===== config.mk =====
export PLATFORM = sky130hd
export DESIGN_NAME = frv_masked_shfrot_pipe
export DESIGN_NICKNAME = d
export VERILOG_FILES = /design/src/rtl/frv_masked_pkg.sv /design/src/rtl/frv_masked_shfrot_stage.sv /design/src/rtl/frv_masked_shfrot_pipe.sv
export SDC_FILE = /design/constraint.sdc
export NUM_CORES = 1
export LEC_CHECK = 0
export ABC_AREA = 1
export BUFFER_PORTS_ARGS = -buffer_cell sky130_fd_sc_hd__buf_2
export CAP_MARGIN = 20
export CORE_MARGIN = 1
export CORE_UTILIZATION = 53
export DETAILED_ROUTE_END_ITERATION = 8
export GPL_ROUTABILITY_DRIVEN = 0
export PLACE_DENSITY_LB_ADDON = 0.12
export SLEW_MARGIN = 10
export SYNTH_ARGS = -nofsm -noshare
export SYNTH_HDL_FRONTEND = slang
export SYNTH_HIERARCHICAL = 1
export SYNTH_SLANG_ARGS = --single-unit
export TNS_END_PERCENT = 10

===== constraint.sdc =====
create_clock -name g_clk -period 4.2 [get_ports g_clk]
set_clock_uncertainty 0.2 [all_clocks]
set_input_delay 1.26 -clock g_clk [delete_from_list [all_inputs] [get_ports g_clk]]
set_output_delay 1.26 -clock g_clk [all_outputs]
set_load 0.1 [all_outputs]

===== src/rtl/frv_masked_pkg.sv =====
// frv_masked_pkg: op encoding and geometry helpers for the masked shift/rotate pipeline
package frv_masked_pkg;

    typedef enum logic [1:0] {
        OP_SLL = 2'b00,
        OP_SRL = 2'b01,
        OP_ROR = 2'b10,
        OP_ROL = 2'b11
    } op_t;

    function automatic int shw(input int xlen);
        return $clog2(xlen);
    endfunction

    // Start of the fill slice for share j at level k inside the rng bus
    function automatic int fill_off(input int j, input int k, input int xlen);
        return j * (xlen - 1) + (1 << k) - 1;
    endfunction

endpackage


===== src/rtl/frv_masked_shfrot_stage.sv =====
// frv_masked_shfrot_stage: one combinational 2^LEVEL shift/rotate level applied to every share
module frv_masked_shfrot_stage
    import frv_masked_pkg::*;
#(
    parameter int XLEN    = 32,
    parameter int NSHARES = 2,
    parameter int LEVEL   = 0
) (
    input  logic [NSHARES*XLEN-1:0]           in_shares,
    input  logic [1:0]                        op,
    input  logic                              en,
    input  logic [(NSHARES-1)*(2**LEVEL)-1:0] rng,
    output logic [NSHARES*XLEN-1:0]           out_shares
);
    localparam int D = 2 ** LEVEL;

    logic [D-1:0] fill_x;

    // The last share's fill cancels the others so the recombined fill is zero
    always_comb begin
        fill_x = '0;
        for (int i = 0; i < NSHARES - 1; i++) fill_x ^= rng[i*D +: D];
    end

    for (genvar j = 0; j < NSHARES; j++) begin : g_sh
        logic [XLEN-1:0] s;
        logic [D-1:0]    f;
        if (j == NSHARES - 1) begin : g_last
            assign f = fill_x;
        end else begin : g_rnd
            assign f = rng[j*D +: D];
        end
        assign s = in_shares[j*XLEN +: XLEN];
        assign out_shares[j*XLEN +: XLEN] =
            !en            ? s :
            op == OP_SLL   ? {s[XLEN-D-1:0], f} :
            op == OP_SRL   ? {f, s[XLEN-1:D]} :
            op == OP_ROR   ? {s[D-1:0], s[XLEN-1:D]} :
                             {s[XLEN-D-1:0], s[XLEN-1:XLEN-D]};
    end

endmodule


===== src/rtl/frv_masked_shfrot_pipe.sv =====
// frv_masked_shfrot_pipe: log2(XLEN)-stage pipelined masked shifter/rotator with global stall and flush
module frv_masked_shfrot_pipe
    import frv_masked_pkg::*;
#(
    parameter  int XLEN    = 32,
    parameter  int NSHARES = 2,
    localparam int SHW     = shw(XLEN)
) (
    input  logic                             g_clk,
    input  logic                             g_resetn,
    input  logic                             flush,
    input  logic                             in_valid,
    output logic                             in_ready,
    input  logic [NSHARES*XLEN-1:0]          in_shares,
    input  logic [SHW-1:0]                   in_shamt,
    input  logic [1:0]                       in_op,
    input  logic [(NSHARES-1)*(XLEN-1)-1:0]  rng,
    output logic                             out_valid,
    input  logic                             out_ready,
    output logic [NSHARES*XLEN-1:0]          out_shares,
    output logic                             idle
);
    localparam int L = SHW;

    logic                    en;
    logic [L-1:0]            v_q;
    logic [NSHARES*XLEN-1:0] s_src [L];
    logic [NSHARES*XLEN-1:0] s_d   [L];
    logic [NSHARES*XLEN-1:0] sh_q  [L];
    logic [1:0]              o_src [L];
    logic [1:0]              op_q  [L-1];
    logic [SHW-1:0]          a_src [L];
    logic [SHW-1:0]          amt_q [L-1];

    assign en         = !out_valid || out_ready;
    assign in_ready   = en && !flush;
    assign out_valid  = v_q[L-1];
    assign out_shares = sh_q[L-1];
    assign idle       = ~|v_q;

    for (genvar k = 0; k < L; k++) begin : g_lvl
        logic [(NSHARES-1)*(2**k)-1:0] r;
        for (genvar j = 0; j < NSHARES - 1; j++) begin : g_r
            assign r[j*(2**k) +: 2**k] = rng[fill_off(j, k, XLEN) +: 2**k];
        end
        if (k == 0) begin : g_head
            assign s_src[k] = in_shares;
            assign o_src[k] = in_op;
            assign a_src[k] = in_shamt;
        end else begin : g_body
            assign s_src[k] = sh_q[k-1];
            assign o_src[k] = op_q[k-1];
            assign a_src[k] = amt_q[k-1];
        end
        frv_masked_shfrot_stage #(
            .XLEN    (XLEN),
            .NSHARES (NSHARES),
            .LEVEL   (k)
        ) u_stage (
            .in_shares  (s_src[k]),
            .op         (o_src[k]),
            .en         (a_src[k][0]),
            .rng        (r),
            .out_shares (s_d[k])
        );
    end

    // Each register keeps the not-yet-consumed shamt bits right-aligned
    always_ff @(posedge g_clk or negedge g_resetn) begin
        if (!g_resetn) begin
            v_q <= '0;
            for (int i = 0; i < L; i++) sh_q[i] <= '0;
            for (int i = 0; i < L - 1; i++) begin
                op_q[i]  <= '0;
                amt_q[i] <= '0;
            end
        end else begin
            if (flush) v_q <= '0;
            else if (en) v_q <= {v_q[L-2:0], in_valid};
            if (en) begin
                for (int i = 0; i < L; i++) sh_q[i] <= s_d[i];
                for (int i = 0; i < L - 1; i++) begin
                    op_q[i]  <= o_src[i];
                    amt_q[i] <= a_src[i] >> 1;
                end
            end
        end
    end

endmodule


## After elaboration in Yosys (flattened, before gate mapping)

Index checks and enable logic that the tools add are counted.

- Eq/ne operators: 9
- Muxes and demuxes: 40
- Reductions and logical operators: 12

Operators by type and width:

| kind | count |
|---|---|
| two-way mux 32 bit | 38 |
| == test 2 x 1 -> 1 bit, second input constant | 5 |
| logical NOT 2 bit | 5 |
| two-way mux 5 bit | 2 |
| == test 2 bit, second input constant | 4 |
| OR reduction 5 bit | 1 |
| logical NOT 1 bit | 3 |
| nonzero test 2 bit | 1 |
| logical AND 1 bit | 1 |
| logical OR 1 bit | 1 |

- Bits in registers: 343
- Bits of input ports: 107
- Output and inout bits: 67
- Word-level logic and storage cells: 75

## Longest topological paths before layout

- Depth in word-level cells: 5
- Gate-level depth with buffers: 11
- Depth with buffers taken out: 9

## By module

Netlist, hierarchy kept.

By module, submodules not included:

| module | times used | cells each | area an instance (um2) | sequential area each (um2) |
|---|---|---|---|---|
| frv_masked_shfrot_pipe | 1 | 1,493 | 13,659.4 | 8,583.2 |
| frv_masked_shfrot_stage at g_lvl[3].u_stage | 1 | 476 | 2,094.5 | 0.0 |
| frv_masked_shfrot_stage at g_lvl[2].u_stage | 1 | 417 | 1,864.3 | 0.0 |
| frv_masked_shfrot_stage at g_lvl[1].u_stage | 1 | 388 | 1,775.5 | 0.0 |
| frv_masked_shfrot_stage at g_lvl[0].u_stage | 1 | 374 | 1,764.2 | 0.0 |
| frv_masked_shfrot_stage at g_lvl[4].u_stage | 1 | 382 | 1,641.6 | 0.0 |

## Worst setup path after synthesis

OpenSTA, ideal clock, no wires.

- Path kind: input port to output port
- Start: input port out_ready
- End: output port in_ready
- Arrival time: 3,098 ps
- Required time: 2,740 ps
- Path slack: -358 ps
- Stages: 4
- Buffers on the path: 2
- Cells stage by stage: inv_2 > buf_4 > clkbuf_1 > a21oi_1

- Word-level cells in the longest chain between the ends: 2

Ends and longest elaborated chain:

| element | RTL line | text |
|---|---|---|
| start: declaration | frv_masked_shfrot_pipe.sv:19 | `input logic out_ready,` |
| logical OR 1 bit | frv_masked_shfrot_pipe.sv:35 | `assign en = !out_valid \|\| out_ready;` |
| logical AND 1 bit | frv_masked_shfrot_pipe.sv:36 | `assign in_ready = en && !flush;` |
| end: declaration | frv_masked_shfrot_pipe.sv:13 | `output logic in_ready,` |

Every way passes these cells.

## Worst setup path after layout

Same ends and word-level chain as after synthesis.

==> results.py <==
metrics = {
    "run_status": {
        "status": "finished, final reports clean",
    },
    "setup_path": {
        "cp.required_ns": 2.74,
        "crit_path_end_kind": "output pin",
        "crit_chain": "buf_2, inv_8, a21oi_2, buf_2",
        "cp_common_cell": "buf_2",
        "start_kind": "primary input",
        "path_buf_inv": 3,
        "worst_path_dominant_cell_family": "buffers and inverters",
        "path_max_fanout": 4,
        "max_stage_delay_ns": 0.43,
        "cp_slowest_cell": "buf_2",
        "worstPathArrival_ns": 1.98,
        "critPathKind": "in -> out",
    },
    "timing": {
        "max_freq_mhz": 291,
        "setup_ws_ns": 0.761,
        "final_hold_viol_count": 0,
        "tightest_slew_ns": 1.26,
        "finalSetupViolCount": 0,
        "slew_viol_final": 0,
        "fin_crit_sh": 0.819,
        "rsz0062_at_grt": "false",
        "slew_headroom": 0.159,
        "period_minus_slack_ns": 3.44,
        "tns_ns": 0,
    },
    "cts": {
        "cts_hold_buf": 0,
        "cts_buffers": 39,
        "path_clk_slew_ns": 0.06,
        "h-tree-depth": 2,
        "cts_setup_buffers": 0,
        "ctsRootBufferMaster": "clkbuf_16",
        "clock_path_buffers": 3,
        "cts_resized": 0,
        "numClockSinks": 343,
        "clk_latency_ns": 0.56,
        "cts_tree": "yes",
    },
    "synth": {
        "synth_top_area_cell": "dfrtp_1",
        "ys_types": 26,
        "synth.yosys.seq_area_share": 0.376,
        "syn_area_um2": 22800,
        "ys_seq_elements": 343,
        "synth_top_area_share": 0.376,
        "syn_inst": 3530,
        "syn_area_per_cell_um2": 6.46,
        "synth_nets": 3637,
        "ys_top_cells_by_area": "dfrtp_1, nand2_1, nand3_1, inv_1, buf_2",
        "synth_warnings": 6,
    },
    "route": {
        "dr.max_layer_used": "met5",
        "met1_length_um": 28900,
        "dr_wl_met2_um": 28700,
        "drtIter0Drc": 2307,
        "wl_met3_um": 3720,
        "via_count": 22545,
        "drc": 0,
        "wl_per_cell_um": 15.8,
        "routed_wl_um": 64100,
        "drtAntennaViolNets": 0,
        "vias_per_cell": 5.54,
        "firstDrtPassIters": 6,
    },
    "power": {
        "peakVddDrop_mv": 0.342,
        "p_leak_nw": 13.6,
        "power_density_nw_per_um2": 447,
    },
    "floorplanning": {
        "row_count": 75,
        "die_h_um": 209,
        "initial_core_util": 0.540,
        "ioPinCount": 174,
        "core_um2": 42200,
        "fp.dieW_um": 209,
        "die_area_um2": 43900,
    },
    "finish": {
        "layout.nets": 3601,
        "drive_above_1_share": 0.0852,
        "fin_util": 0.576,
        "fin_area_um2": 24300,
        "instances_no_fill": 4067,
        "syn2layout_area_growth_pct": 6.72,
        "fillers": 4242,
    },
    "global_routing": {
        "grt_max_degree": 269,
        "grt_use_total": 0.290,
        "antenna_found_initial": 6,
        "grt_pass1_wl_um": 105000,
        "grt_overflow": 0,
        "grt_pass1_vias": 20659,
    },
    "run": {
        "cap_violations": 0,
    },
    "placement": {
        "portBuffers": 173,
        "post-place-cells": 3992,
        "placed_area_um2": 23000,
        "dp_hpwl_um": 42200,
        "pre_cts_ws_ns": 0.765,
    },
    "worst_hold_path": {
        "hold_class": "reg -> reg",
    },
}
==> sequential cells by signal, indices dropped and copies added (netlist names) <==
name,cells
out_shares,64
o_src,8
s_src,256
v_q,5
a_src,10
==> cell families after synthesis <==
kind of cell           count (synthesis)  share of synthesized area
and+or+nand+nor                     2360                      0.444
buffers and inverters                576                      0.125
DFF                                  343                      0.376
AOI/OAI and AO/OA                    251                     0.0551
==> final cells by class <==
cell class              count  area (um2)  share of cell area
well taps                 539         674              0.0277
repair buffers            200        1210              0.0496
inverters                 299        1140              0.0468
clock inverters            10         160             0.00658
clock buffers              58        1160              0.0477
flip-flops and latches    343        8590               0.353
multi-input cells        2611       11400               0.468
diodes                      7        17.5            0.000720
==> per-stage QoR <==
stage	total power, W	hold WS (ns)
6_report	0.0109	0.274
5_1_grt	0.0115	0.304
4_1_cts	0.0109	0.277
3_5_place_dp	0.00737	0.264
3_3_place_gp	0.00730	0.263
2_1_floorplan	0.00665	0.243
==> where the power goes <==
| part | total, W | internal, W | switching (W) |
|---|---|---|---|
| registers | 0.00423 | 0.00379 | 0.000437 |
| logic | 0.00312 | 0.000785 | 0.00234 |
| clock network | 0.00352 | 0.00215 | 0.00137 |
| total | 0.0109 | 0.00673 | 0.00414 |
==> synthesized netlist by cell type (all sizes together) <==
cell type / n
clkbuf: 43
buf: 234
o21ai: 228
nand3: 864
nand4: 4
nand2: 1377
dfrtp: 343
a21oi: 23
nor2: 114
inv: 299
or2: 1
==> worst paths after layout <==
| kind | start | to | slack, ns | cells after the start |
|---|---|---|---|---|
| min | a_src[6] | a_src[0] | 0.27 | 2 |
| max in group asynchronous | g_resetn | s_src[25] | 2.60 | 2 |
| max | out_ready | in_ready | 0.76 | 4 |
| min reg2reg | a_src[6] | a_src[0] | 0.27 | 2 |
| min in group asynchronous | g_resetn | out_shares[34] | 0.38 | 1 |
| max reg2reg | o_src[7] | s_src[139] | 1.10 | 8 |
==> layer usage <==
metal,up-vias,track usage
met5,-,0
met4,6,0.140
met3,148,0.0420
met2,726,0.455
met1,10456,0.396
li1,11209,-
==> worst min-delay path: stages (launching register included) <==
cell and delay [ns]:
dfrtp_1 0.34, nand2_1 0.06, nand2_1 0.05
==> layout by cell type (no fill, tap or decap) <==
master and instances:
a21oi_1 22, a21oi_2 1, buf_12 10, buf_2 171, buf_4 18, buf_8 1, bufinv_16 4, clkbuf_1 10
clkbuf_16 41, clkbuf_8 7, clkinv_2 3, clkinv_4 2, clkinvlp_4 1, dfrtp_1 338, dfrtp_2 4, dfrtp_4 1
diode_2 7, inv_1 290, inv_2 4, inv_4 4, inv_8 1, nand2_1 1363, nand2_2 6, nand2_4 4
nand2_8 4, nand3_1 854, nand3_2 10, nand4_1 4, nor2_1 112, nor2_2 1, nor2_4 1, o21ai_0 128
o21ai_1 100, or2_2 1
No activity file was read; power rests on OpenSTA's default activity.
